$ cat src/rtl/serial_subtractor8.sv
// serial_subtractor8: bit-serial subtractor computing a - b - borrow_in, LSB first,
// one bit per clock through a single full-subtractor cell.
//
// Ports:
//   clk, rst_n        clock, asynchronous active-low reset
//   start             request, honoured only when busy = 0
//   a, b, borrow_in   operands, sampled in the accept cycle only
//   busy              operation in progress (WIDTH cycles)
//   done              one-cycle pulse; result outputs valid from this cycle on
//   diff              a - b - borrow_in modulo 2^WIDTH
//   borrow_out        final borrow (a < b + borrow_in, unsigned)
//   zero              diff == 0
//   overflow          two's-complement overflow of the subtraction
module serial_subtractor8 #(
    parameter int unsigned WIDTH = 8
) (
    input  logic             clk,
    input  logic             rst_n,
    input  logic             start,
    input  logic [WIDTH-1:0] a,
    input  logic [WIDTH-1:0] b,
    input  logic             borrow_in,
    output logic             busy,
    output logic             done,
    output logic [WIDTH-1:0] diff,
    output logic             borrow_out,
    output logic             zero,
    output logic             overflow
);

    localparam int unsigned CntW = $clog2(WIDTH);
    localparam logic [CntW-1:0] LastBit = CntW'(WIDTH - 1);

    typedef enum logic [1:0] {StIdle, StShift, StDone} state_e;

    state_e           state_q, state_d;
    logic [CntW-1:0]  cnt_q;
    logic [WIDTH-1:0] a_sr_q, b_sr_q, res_q;
    logic             br_q;
    logic             a_msb_q, b_msb_q;

    logic             accept;
    logic             last;
    logic             a_bit, b_bit, d_bit, br_next;
    logic [WIDTH-1:0] res_next;

    // New requests are taken in IDLE and also in DONE (back-to-back).
    assign accept = start & (state_q != StShift);
    assign last   = (state_q == StShift) & (cnt_q == LastBit);

    // Full-subtractor cell
    assign a_bit    = a_sr_q[0];
    assign b_bit    = b_sr_q[0];
    assign d_bit    = a_bit ^ b_bit ^ br_q;
    assign br_next  = (~a_bit & b_bit) | (~(a_bit ^ b_bit) & br_q);
    assign res_next = {d_bit, res_q[WIDTH-1:1]};

    always_comb begin
        state_d = state_q;
        unique case (state_q)
            StIdle:  if (start) state_d = StShift;
            StShift: if (cnt_q == LastBit) state_d = StDone;
            StDone:  state_d = start ? StShift : StIdle;
            default: state_d = StIdle;
        endcase
    end

    always_ff @(posedge clk or negedge rst_n) begin
        if (!rst_n) begin
            state_q <= StIdle;
        end else begin
            state_q <= state_d;
        end
    end

    // Operand/result shift registers and bit counter
    always_ff @(posedge clk or negedge rst_n) begin
        if (!rst_n) begin
            cnt_q   <= '0;
            a_sr_q  <= '0;
            b_sr_q  <= '0;
            res_q   <= '0;
            br_q    <= 1'b0;
            a_msb_q <= 1'b0;
            b_msb_q <= 1'b0;
        end else if (accept) begin
            cnt_q   <= '0;
            a_sr_q  <= a;
            b_sr_q  <= b;
            res_q   <= '0;
            br_q    <= borrow_in;
            a_msb_q <= a[WIDTH-1];
            b_msb_q <= b[WIDTH-1];
        end else if (state_q == StShift) begin
            cnt_q  <= cnt_q + 1'b1;
            a_sr_q <= a_sr_q >> 1;
            b_sr_q <= b_sr_q >> 1;
            res_q  <= res_next;
            br_q   <= br_next;
        end
    end

    // Result registers update only on the SHIFT->DONE edge and hold otherwise.
    // d_bit is the MSB of the final difference on that edge.
    always_ff @(posedge clk or negedge rst_n) begin
        if (!rst_n) begin
            diff       <= '0;
            borrow_out <= 1'b0;
            zero       <= 1'b0;
            overflow   <= 1'b0;
        end else if (last) begin
            diff       <= res_next;
            borrow_out <= br_next;
            zero       <= (res_next == '0);
            overflow   <= (a_msb_q ^ b_msb_q) & (d_bit ^ a_msb_q);
        end
    end

    assign busy = (state_q == StShift);
    assign done = (state_q == StDone);

endmodule

$ cat config.mk
export PLATFORM = sky130hd
export DESIGN_NAME = serial_subtractor8
export DESIGN_NICKNAME = d
export VERILOG_FILES = /design/src/rtl/serial_subtractor8.sv
export SDC_FILE = /design/constraint.sdc
export NUM_CORES = 1
export LEC_CHECK = 0
export CAP_MARGIN = 20
export CORE_MARGIN = 5
export CORE_UTILIZATION = 27
export CTS_BUF_LIST = sky130_fd_sc_hd__clkbuf_8 sky130_fd_sc_hd__clkbuf_16
export CTS_CLUSTER_SIZE = 30
export DETAILED_ROUTE_END_ITERATION = 7
export GPL_TIMING_DRIVEN = 0
export MAX_ROUTING_LAYER = met4
export SLEW_MARGIN = 20
export SYNTH_ARGS = -nofsm -noshare
export SYNTH_HDL_FRONTEND = slang
export SYNTH_SLANG_ARGS = --single-unit
$ cat constraint.sdc
create_clock -name clk -period 1.5 [get_ports clk]
set_input_delay 0.15 -clock clk [delete_from_list [all_inputs] [get_ports clk]]
set_output_delay 0.15 -clock clk [all_outputs]
set_load 0.01 [all_outputs]
==> results of run 1 <==
==> repair_timing <==
| action | in CTS | in global routing |
|---|---|---|
| pin swaps | 0 | 1 |
| hold buffers | 1 | 0 |
| setup endpoints to repair | 6 | 6 |
| setup buffers | 1 | 5 |
| endpoints found under the hold margin | 15 | 0 |
| gates resized for setup | 9 | 10 |
==> stage by stage <==
step	instances	hold slack (ps)	TNS [ps]	worst slack (ps)	area, µm²
after detailed placement	278	93.1	-277	-137	2290
after global placement	277	464	-36910	-876	2270
final	293	277	0	42.0	2530
after global routing	293	311	-4.44	-2.97	2530
after floorplan	166	-146	0	55.8	1860
after CTS	288	278	-0.511	-0.511	2470
==> logic make-up (layout without fill, tap and decap cells) <==
logic type | count (synthesis) | after routing | synth area share, %
AND/OR/NAND/NOR | 48 | 48 | 11.4
buffers and inverters | 15 | 62 | 4.50
adder cells (fa/ha/maj) | 4 | 4 | 3.49
flip-flops | 42 | 42 | 56.5
multiplexers | 27 | 27 | 15.8
AO/OA/AOI/OAI | 30 | 30 | 8.40
==> power breakdown <==
part           internal [mW]  leakage, nW  total [mW]  switching, mW
registers               1.63        0.527        1.97          0.347
clock network          0.710       0.0714        1.11          0.399
logic                   1.03        0.576        1.92          0.888
==> cell type report <==
class / count / area share [%]
clock buffers: 6 / 3.27
well taps: 80 / 3.96
plain buffers: 9 / 2.72
inverters: 6 / 0.990
repair buffers: 39 / 15.0
multi-input cells: 109 / 30.0
clock inverters: 2 / 2.38
flip-flops and latches: 42 / 41.7
==> cell usage after synthesis <==
cell type  number  share of area [%]
fa_1            2                2.2
mux2_4          3                2.4
inv_2           1               0.20
nor2b_1         1               0.34
mux2i_1        17                9.1
o22ai_1         1               0.34
nor2_1          3               0.60
dfrtp_1        42                 56
ha_1            2                1.3
nand2_1        39                7.9
o21ai_1         3               0.81
o211a_1         1               0.54
a21oi_1         2               0.54
mux2_2          7                4.2
buf_4           4                1.6
buf_2           2               0.54
o21ai_0        23                6.2
inv_1           5                1.0
buf_6           1               0.60
nand2b_1        1               0.34
nor4_1          2               0.67
nand3b_4        1                1.1
clkbuf_2        2               0.54
and3b_1         1               0.47
==> state kept, by name (all words and copies together) (netlist names) <==
| register | flops |
|---|---|
| cnt_q | 3 |
| b_sr_q | 8 |
| overflow | 1 |
| br_q | 1 |
| a_msb_q | 1 |
| res_q | 7 |
| borrow_out | 1 |
| diff | 8 |
| zero | 1 |
| b_msb_q | 1 |
| a_sr_q | 8 |
| state_q | 2 |
==> worst max-delay path by stage <==
stage | start | end | slack (ps) | cells past startpoint
after floorplan | cnt_q[0] | diff[5] | 60 | 5
after global placement | rst_n | a_sr_q[2] | -880 | 1
after detailed placement | state_q[0] | busy | -140 | 4
after CTS | cnt_q[0] | diff[5] | -0.5 | 5
after global routing | br_q | zero | -3 | 5
final | state_q[1] | busy | 40 | 4
==> worst max-delay path: stages, from the launching register on <==
cell and delay (ps):
dfrtp_1 400, nand2b_4 170, inv_4 80, buf_6 130
clkdlybuf4s15_2 230
==> layer usage <==
layer	vias to the layer above	GRT usage (%)	part of all wire [%]
met1	621	13.5	52
met3	3	2.57	4.2
li1	645	-	-
met2	31	14.3	44
met4	0	2.56	0.59
met5	-	-	0
==> results_dict.tcl, run 1 <==
set metrics [dict create \
    area_growth_syn_to_layout_pct 35.8 \
    critPathKind "reg2out" \
    antenna_cells 0 \
    numCtsBuffers 5 \
    critPathArrivalTime_ps 1310 \
    ant_nets 0 \
    critPathRequiredTime_ps 1350 \
    leakagePower_nw 1.17 \
    initial_utilization_pct 27.6 \
    clock_path_buffers 2 \
    total_power_mw 5.00 \
    synth_area_um2 1860 \
    path_max_fanout 10 \
    rr_startpoint "cnt_q[0]" \
    maxSlewViolCount 0 \
    grt_usage_pct 9.77 \
    worst_pin_slew_ps 391 \
    finalCritPeriodShare_pct 97.2 \
    synth.distinct_cells 24 \
    syn_avg_cell_area_um2 11.2 \
    io_buffers 31 \
    vdd_ir_drop_max_mv 0.719 \
    holdCritStartpoint "start" \
    maxCapViolCount 0 \
    grt_max_degree 28 \
    vias_per_cell 4.44 \
    root_buffer "clkbuf_8" \
    routed_wl_um 3910 \
    drc 0 \
    first_pass_iters 4 \
    fmax_ghz 0.686 \
    regToRegSetupSlack_ps 60 \
    clk_latency_ps 300 \
    die_x_um 93.0 \
    ys_seq_area_share_pct 56.5 \
    endpoint_kind "output port" \
    core_um2 6760 \
    die_h_um 93.0 \
    fin_nets 236 \
    cts_tree "built" \
    final-setup-viol-count 0 \
    startpoint_type "register" \
    core.rowCount 30 \
    clkTransAtPathRegs_ps 90 \
    p_per_area_nw_per_um2 1980 \
    ios 33 \
    hold_depth 4 \
    wl_per_cell_um 13.3 \
    max_slew_margin_pct 73.9 \
    hold_end "res_q[2]" \
    yosysWarnings 0 \
    fp.dieArea_um2 8660 \
    holdCritPathClass "in2reg" \
    drive_gt1_share_pct 22.1 \
    antenna_found_initial 0 \
    final_cell_mix "40 x dfrtp_1, 39 x nand2_1, 28 x clkdlybuf4s50_1" \
    finalHoldViolations 0 \
    cts.sinks 42 \
    gp_congestion 0.732 \
    r2r-end "diff[5]" \
    num_vias 1300 \
    grt_remaining_overflow 0 \
    synth_nets 190 \
    seqCellArea_um2 1050 \
    rr_worst_depth 5 \
    multi_input_area_um2 758 \
    outcome "finished clean" \
    drt_iter0_drc 42 \
    cts_max_level 2 \
    synth_seq_cells 42 \
    min_period_ps 1460 \
    grt_pass1_vias 1314 \
    final_common_cell "dfrtp_1" \
    fillCellCount 689 \
    finalClockSkew_ps 12.8 \
    post-route-util_pct 37.4 \
    synthCells 166 \
    place_hpwl_um 2790 \
    grt_pass1_wl_um 6530 \
]
No activity file was read; power rests on OpenSTA's default activity.
==> run 2, diff against run 1 <==
CORE_UTILIZATION = 46   (was 27)
MAX_ROUTING_LAYER = unset   (was met4)
PLACE_DENSITY = 0.76   (was unset)
==> run 2 against run 1 <==
Effect of this change: critical path depth rose by 1; final cell count decreased by 9.6%; largest cell class unchanged; register-to-register slack got worse by 50 ps; global-route usage up 5.0 points; die area shrank 37%; highest routed layer unchanged; fmax down 2.4%; non-clock buffer count grew 3; flip-flop and latch count did not move; sequential share of layout area grew 0.96 points; power is 8.5% lower; combinational power hardly changed; count of clock-buffer cells in the layout is 1 lower.
==> results_dict.tcl, run 2 (synthesis results as in run 1) <==
set metrics [dict create \
    cts.sinks 42 \
    drc 0 \
    initial_utilization_pct 46.9 \
    critPathArrivalTime_ps 1670 \
    critPathKind "reg2reg" \
    final_common_cell "dfrtp_1" \
    core.rowCount 23 \
    place_hpwl_um 2600 \
    outcome "finished clean" \
    fin_nets 239 \
    leakagePower_nw 1.18 \
    drive_gt1_share_pct 20.5 \
    final-setup-viol-count 0 \
    holdCritPathClass "in2reg" \
    fillCellCount 323 \
    endpoint_kind "register" \
    worst_pin_slew_ps 450 \
    fp.dieArea_um2 5420 \
    finalHoldViolations 0 \
    p_per_area_nw_per_um2 1860 \
    antenna_found_initial 0 \
    cts_max_level 2 \
    min_period_ps 1490 \
    grt_pass1_wl_um 6020 \
    finalCritPeriodShare_pct 99.6 \
    drt_iter0_drc 51 \
    maxSlewViolCount 0 \
    max_slew_margin_pct 70.0 \
    core_um2 3970 \
    ant_nets 0 \
    first_pass_iters 4 \
    final_cell_mix "41 x dfrtp_1, 39 x nand2_1, 28 x clkdlybuf4s50_1" \
    wl_per_cell_um 14.0 \
    ios 33 \
    vdd_ir_drop_max_mv 0.746 \
    maxCapViolCount 0 \
    root_buffer "clkbuf_8" \
    gp_congestion 0.762 \
    vias_per_cell 5.05 \
    setup_ws_ps 6.07 \
    grt_max_degree 26 \
    path_max_fanout 2 \
    routed_wl_um 3700 \
    io_buffers 31 \
    grt_usage_pct 14.8 \
    clk_latency_ps 280 \
    antenna_cells 0 \
    rsz0062_at_grt "true" \
    critPathRequiredTime_ps 1670 \
    grt_remaining_overflow 0 \
    num_vias 1337 \
    total_power_mw 4.58 \
    finalClockSkew_ps 3.39 \
    numCtsBuffers 5 \
    fmax_ghz 0.669 \
    grt_pass1_vias 1307 \
    reg_top3 "a_sr_q: 8 flops, b_sr_q: 8 flops, diff: 8 flops" \
    cts_tree "built" \
    clkTransAtPathRegs_ps 70 \
    clock_path_buffers 2 \
    area_growth_syn_to_layout_pct 32.6 \
    startpoint_type "register" \
    pre_cts_ws_ps -138 \
    die_h_um 73.6 \
    die_x_um 73.6 \
]
[run 2: final cells by class]
cell class	count	area, µm²	area share [%]
well taps	50	62.6	2.53
flip-flops and latches	42	1050	42.6
multi-input cells	109	758	30.7
clock buffers	5	68.8	2.79
plain buffers	9	68.8	2.79
inverters	6	25.0	1.01
clock inverters	2	7.51	0.304
repair buffers	42	425	17.2
[run 2: final timing paths]
path                            startpoint         to  slack [ps]  depth (start not counted)
worst max-delay path             b_sr_q[0]   overflow           6                          5
min in group asynchronous            rst_n   cnt_q[2]         360                          2
max in group asynchronous            rst_n  a_sr_q[0]         680                          3
worst max register to register   b_sr_q[0]   overflow           6                          5
worst min-delay path                 start   res_q[2]         290                          4
worst min register to register   b_sr_q[7]  b_sr_q[6]         480                          2
[run 2: critical path, stage by stage, from the launching register on]
cell and delay, ps:
dfrtp_1 410, buf_6 140, fa_1 480, and3b_1 170
a21oi_1 110, o21ai_1 70
[run 2: metrics by stage]
| step | cell area, µm² | std cells | util, % | setup TNS, ps | hold WS (ps) |
|---|---|---|---|---|---|
| after floorplan | 1860 | 166 | - | 0 | -146 |
| after global placement | 2230 | 247 | 56.3 | -33620 | 456 |
| after detailed placement | 2260 | 248 | 56.8 | -239 | 124 |
| after CTS | 2370 | 257 | 59.7 | -21.0 | 284 |
| after global routing | 2470 | 265 | 62.2 | -52.0 | 302 |
| final | 2470 | 265 | 62.2 | 0 | 290 |
[run 2: routing by layer]
layer | part of all wire, % | track usage (%)
met5 | 0 | 0
met4 | 0.86 | 4.83
met3 | 5.2 | 4.79
met2 | 48 | 23.8
met1 | 46 | 18.8
[run 2: where the power goes]
group          leakage [nW]  total, mW  internal (mW)  switching (mW)
Clock                0.0466      0.647          0.307           0.340
Combinational         0.602       1.95           1.07           0.884
Sequential            0.528       1.98           1.62           0.359
Total                  1.18       4.58           3.00            1.58
[run 2: timing repair]
item	4_1_cts	5_1_grt
pin swaps	1	2
gates resized for setup	11	8
endpoints found under the setup margin	6	6
hold endpoints to repair	17	0
buffers inserted	1	7
hold buffers	1	0
cloned	0	1
==> run 3, diff against run 2 <==
CORE_UTILIZATION = 40   (was 46)
PLACE_DENSITY = 0.68   (was 0.76)
==> run 3 against run 2 <==
Effect of this change: sequential share of layout area fell by 0.19 points; flip-flop and latch count did not move; non-clock buffer count fell by 2; via count fell by 1.2%; final cell count did not move; critical path type unchanged; global-route usage fell by 1.5 points; critical endpoint is now diff[7].
==> results_dict.tcl, run 3 (synthesis results as in run 1) <==
set metrics [dict create \
    outcome "finished clean" \
    rr_worst_depth 5 \
    reg_top3 "a_sr_q: 8 flops, b_sr_q: 8 flops, diff: 8 flops" \
    numCtsBuffers 5 \
    cp.depth 5 \
    grt_remaining_overflow 0 \
    maxCapViolCount 0 \
    final_common_cell "dfrtp_1" \
    path_max_fanout 7 \
    core_um2 4440 \
    fin_nets 237 \
    finalHoldViolations 0 \
    area_growth_syn_to_layout_pct 33.3 \
    place_hpwl_um 2630 \
    setup_ws_ps 61.3 \
    path_delay_family "flip-flops" \
    core.rowCount 24 \
    routed_wl_um 3750 \
    fmax_ghz 0.695 \
    endpoint_kind "register" \
    cts.sinks 42 \
    pre_cts_ws_ps -128 \
    antenna_found_initial 0 \
    cpMaxStageDelayCell "dfrtp_1" \
    first_pass_iters 4 \
    fin_tns_setup_ps 0 \
    fin_cells 265 \
    cp-endpoint "diff[7]" \
    leakagePower_nw 1.17 \
    max_slew_margin_pct 74.8 \
    clk_latency_ps 290 \
    total_power_mw 4.77 \
    initial_utilization_pct 41.9 \
    final_cell_mix "40 x dfrtp_1, 39 x nand2_1, 28 x clkdlybuf4s50_1" \
    root_buffer "clkbuf_8" \
    r2r-end "diff[7]" \
    clkTransAtPathRegs_ps 80 \
    min_period_ps 1440 \
    worst_pin_slew_ps 378 \
    fp.dieArea_um2 6120 \
    io_buffers 31 \
    gp_congestion 0.726 \
    drc 0 \
    ios 33 \
    drt_iter0_drc 75 \
    grt_pass1_vias 1334 \
    holdCritPathClass "in2async" \
    finalCritPeriodShare_pct 95.9 \
    rr_startpoint "cnt_q[0]" \
    place_area_um2 2250 \
    holdWs_ps 295 \
    fin_area_um2 2480 \
    cts_tree "built" \
    clock_path_buffers 2 \
    ant_nets 0 \
    crit_buf_inv 1 \
    fillCellCount 411 \
    post-route-util_pct 55.9 \
    critPathRequiredTime_ps 1690 \
    startpoint_type "register" \
    regToRegSetupSlack_ps 60 \
    die_x_um 78.2 \
    finalClockSkew_ps 9.37 \
    final-setup-viol-count 0 \
    drive_gt1_share_pct 21.6 \
    critPathKind "reg2reg" \
    p_per_area_nw_per_um2 1920 \
    dp_cells 250 \
    vias_per_cell 4.98 \
    cpPeakStageDelay_ps 410 \
    vdd_ir_drop_max_mv 0.990 \
    die_h_um 78.2 \
    wl_per_cell_um 14.2 \
    worstPathCellList "ha_2, ha_4, nand3b_4, buf_8, mux2_4" \
    cts_max_level 2 \
    antenna_cells 0 \
    grt_max_degree 28 \
    num_vias 1321 \
    critPathArrivalTime_ps 1620 \
    grt_pass1_wl_um 6400 \
    grt_usage_pct 13.2 \
    maxSlewViolCount 0 \
    crit_start "cnt_q[0]" \
]
run 3: worst min path at each step:
| stage | start | to | slack [ps] | cells after the start |
|---|---|---|---|---|
| final | rst_n | res_q[4] | 300 | 2 |
| after global routing | start | a_sr_q[5] | 310 | 3 |
| after CTS | start | a_sr_q[6] | 290 | 3 |
| after detailed placement | rst_n | res_q[4] | 90 | 1 |
| after global placement | b_sr_q[1] | b_sr_q[0] | 450 | 2 |
| after floorplan | rst_n | a_msb_q | -150 | 0 |
run 3: layout make-up:
class	instances	area (µm²)	area share, %
buffer	9	68.8	2.77
multi-input combinational	109	758	30.5
sequential	42	1050	42.4
tap	52	65.1	2.62
clock buffer	6	82.6	3.33
clock inverter	1	30.0	1.21
inverter	6	25.0	1.01
timing repair buffer	40	399	16.1
run 3: worst reg2reg max path: stages (launching register included):
cell	delay (ps)
dfrtp_1	410
ha_2	210
ha_4	170
nand3b_4	130
buf_8	140
mux2_4	290
run 3: metal layers:
metal / vias to the layer above / track usage (%) / share of wire, %
met5: - / 0 / 0
li1: 644 / - / -
met3: 5 / 3.89 / 5.6
met4: 0 / 4.72 / 1.1
met2: 36 / 20.1 / 46
met1: 636 / 18.1 / 47
run 3: what timing repair did:
item,4_1_cts,5_1_grt
buffers inserted,1,5
gates cloned,0,1
hold endpoints to repair,15,0
resized for setup,12,7
pin swaps,1,2
endpoints found under the setup margin,6,6
hold buffers,1,0
run 3: where the power goes:
part	internal, mW	total [mW]	switching, mW
Combinational	1.01	1.88	0.870
Clock	0.533	0.914	0.381
Sequential	1.63	1.98	0.350
Total	3.17	4.77	1.60
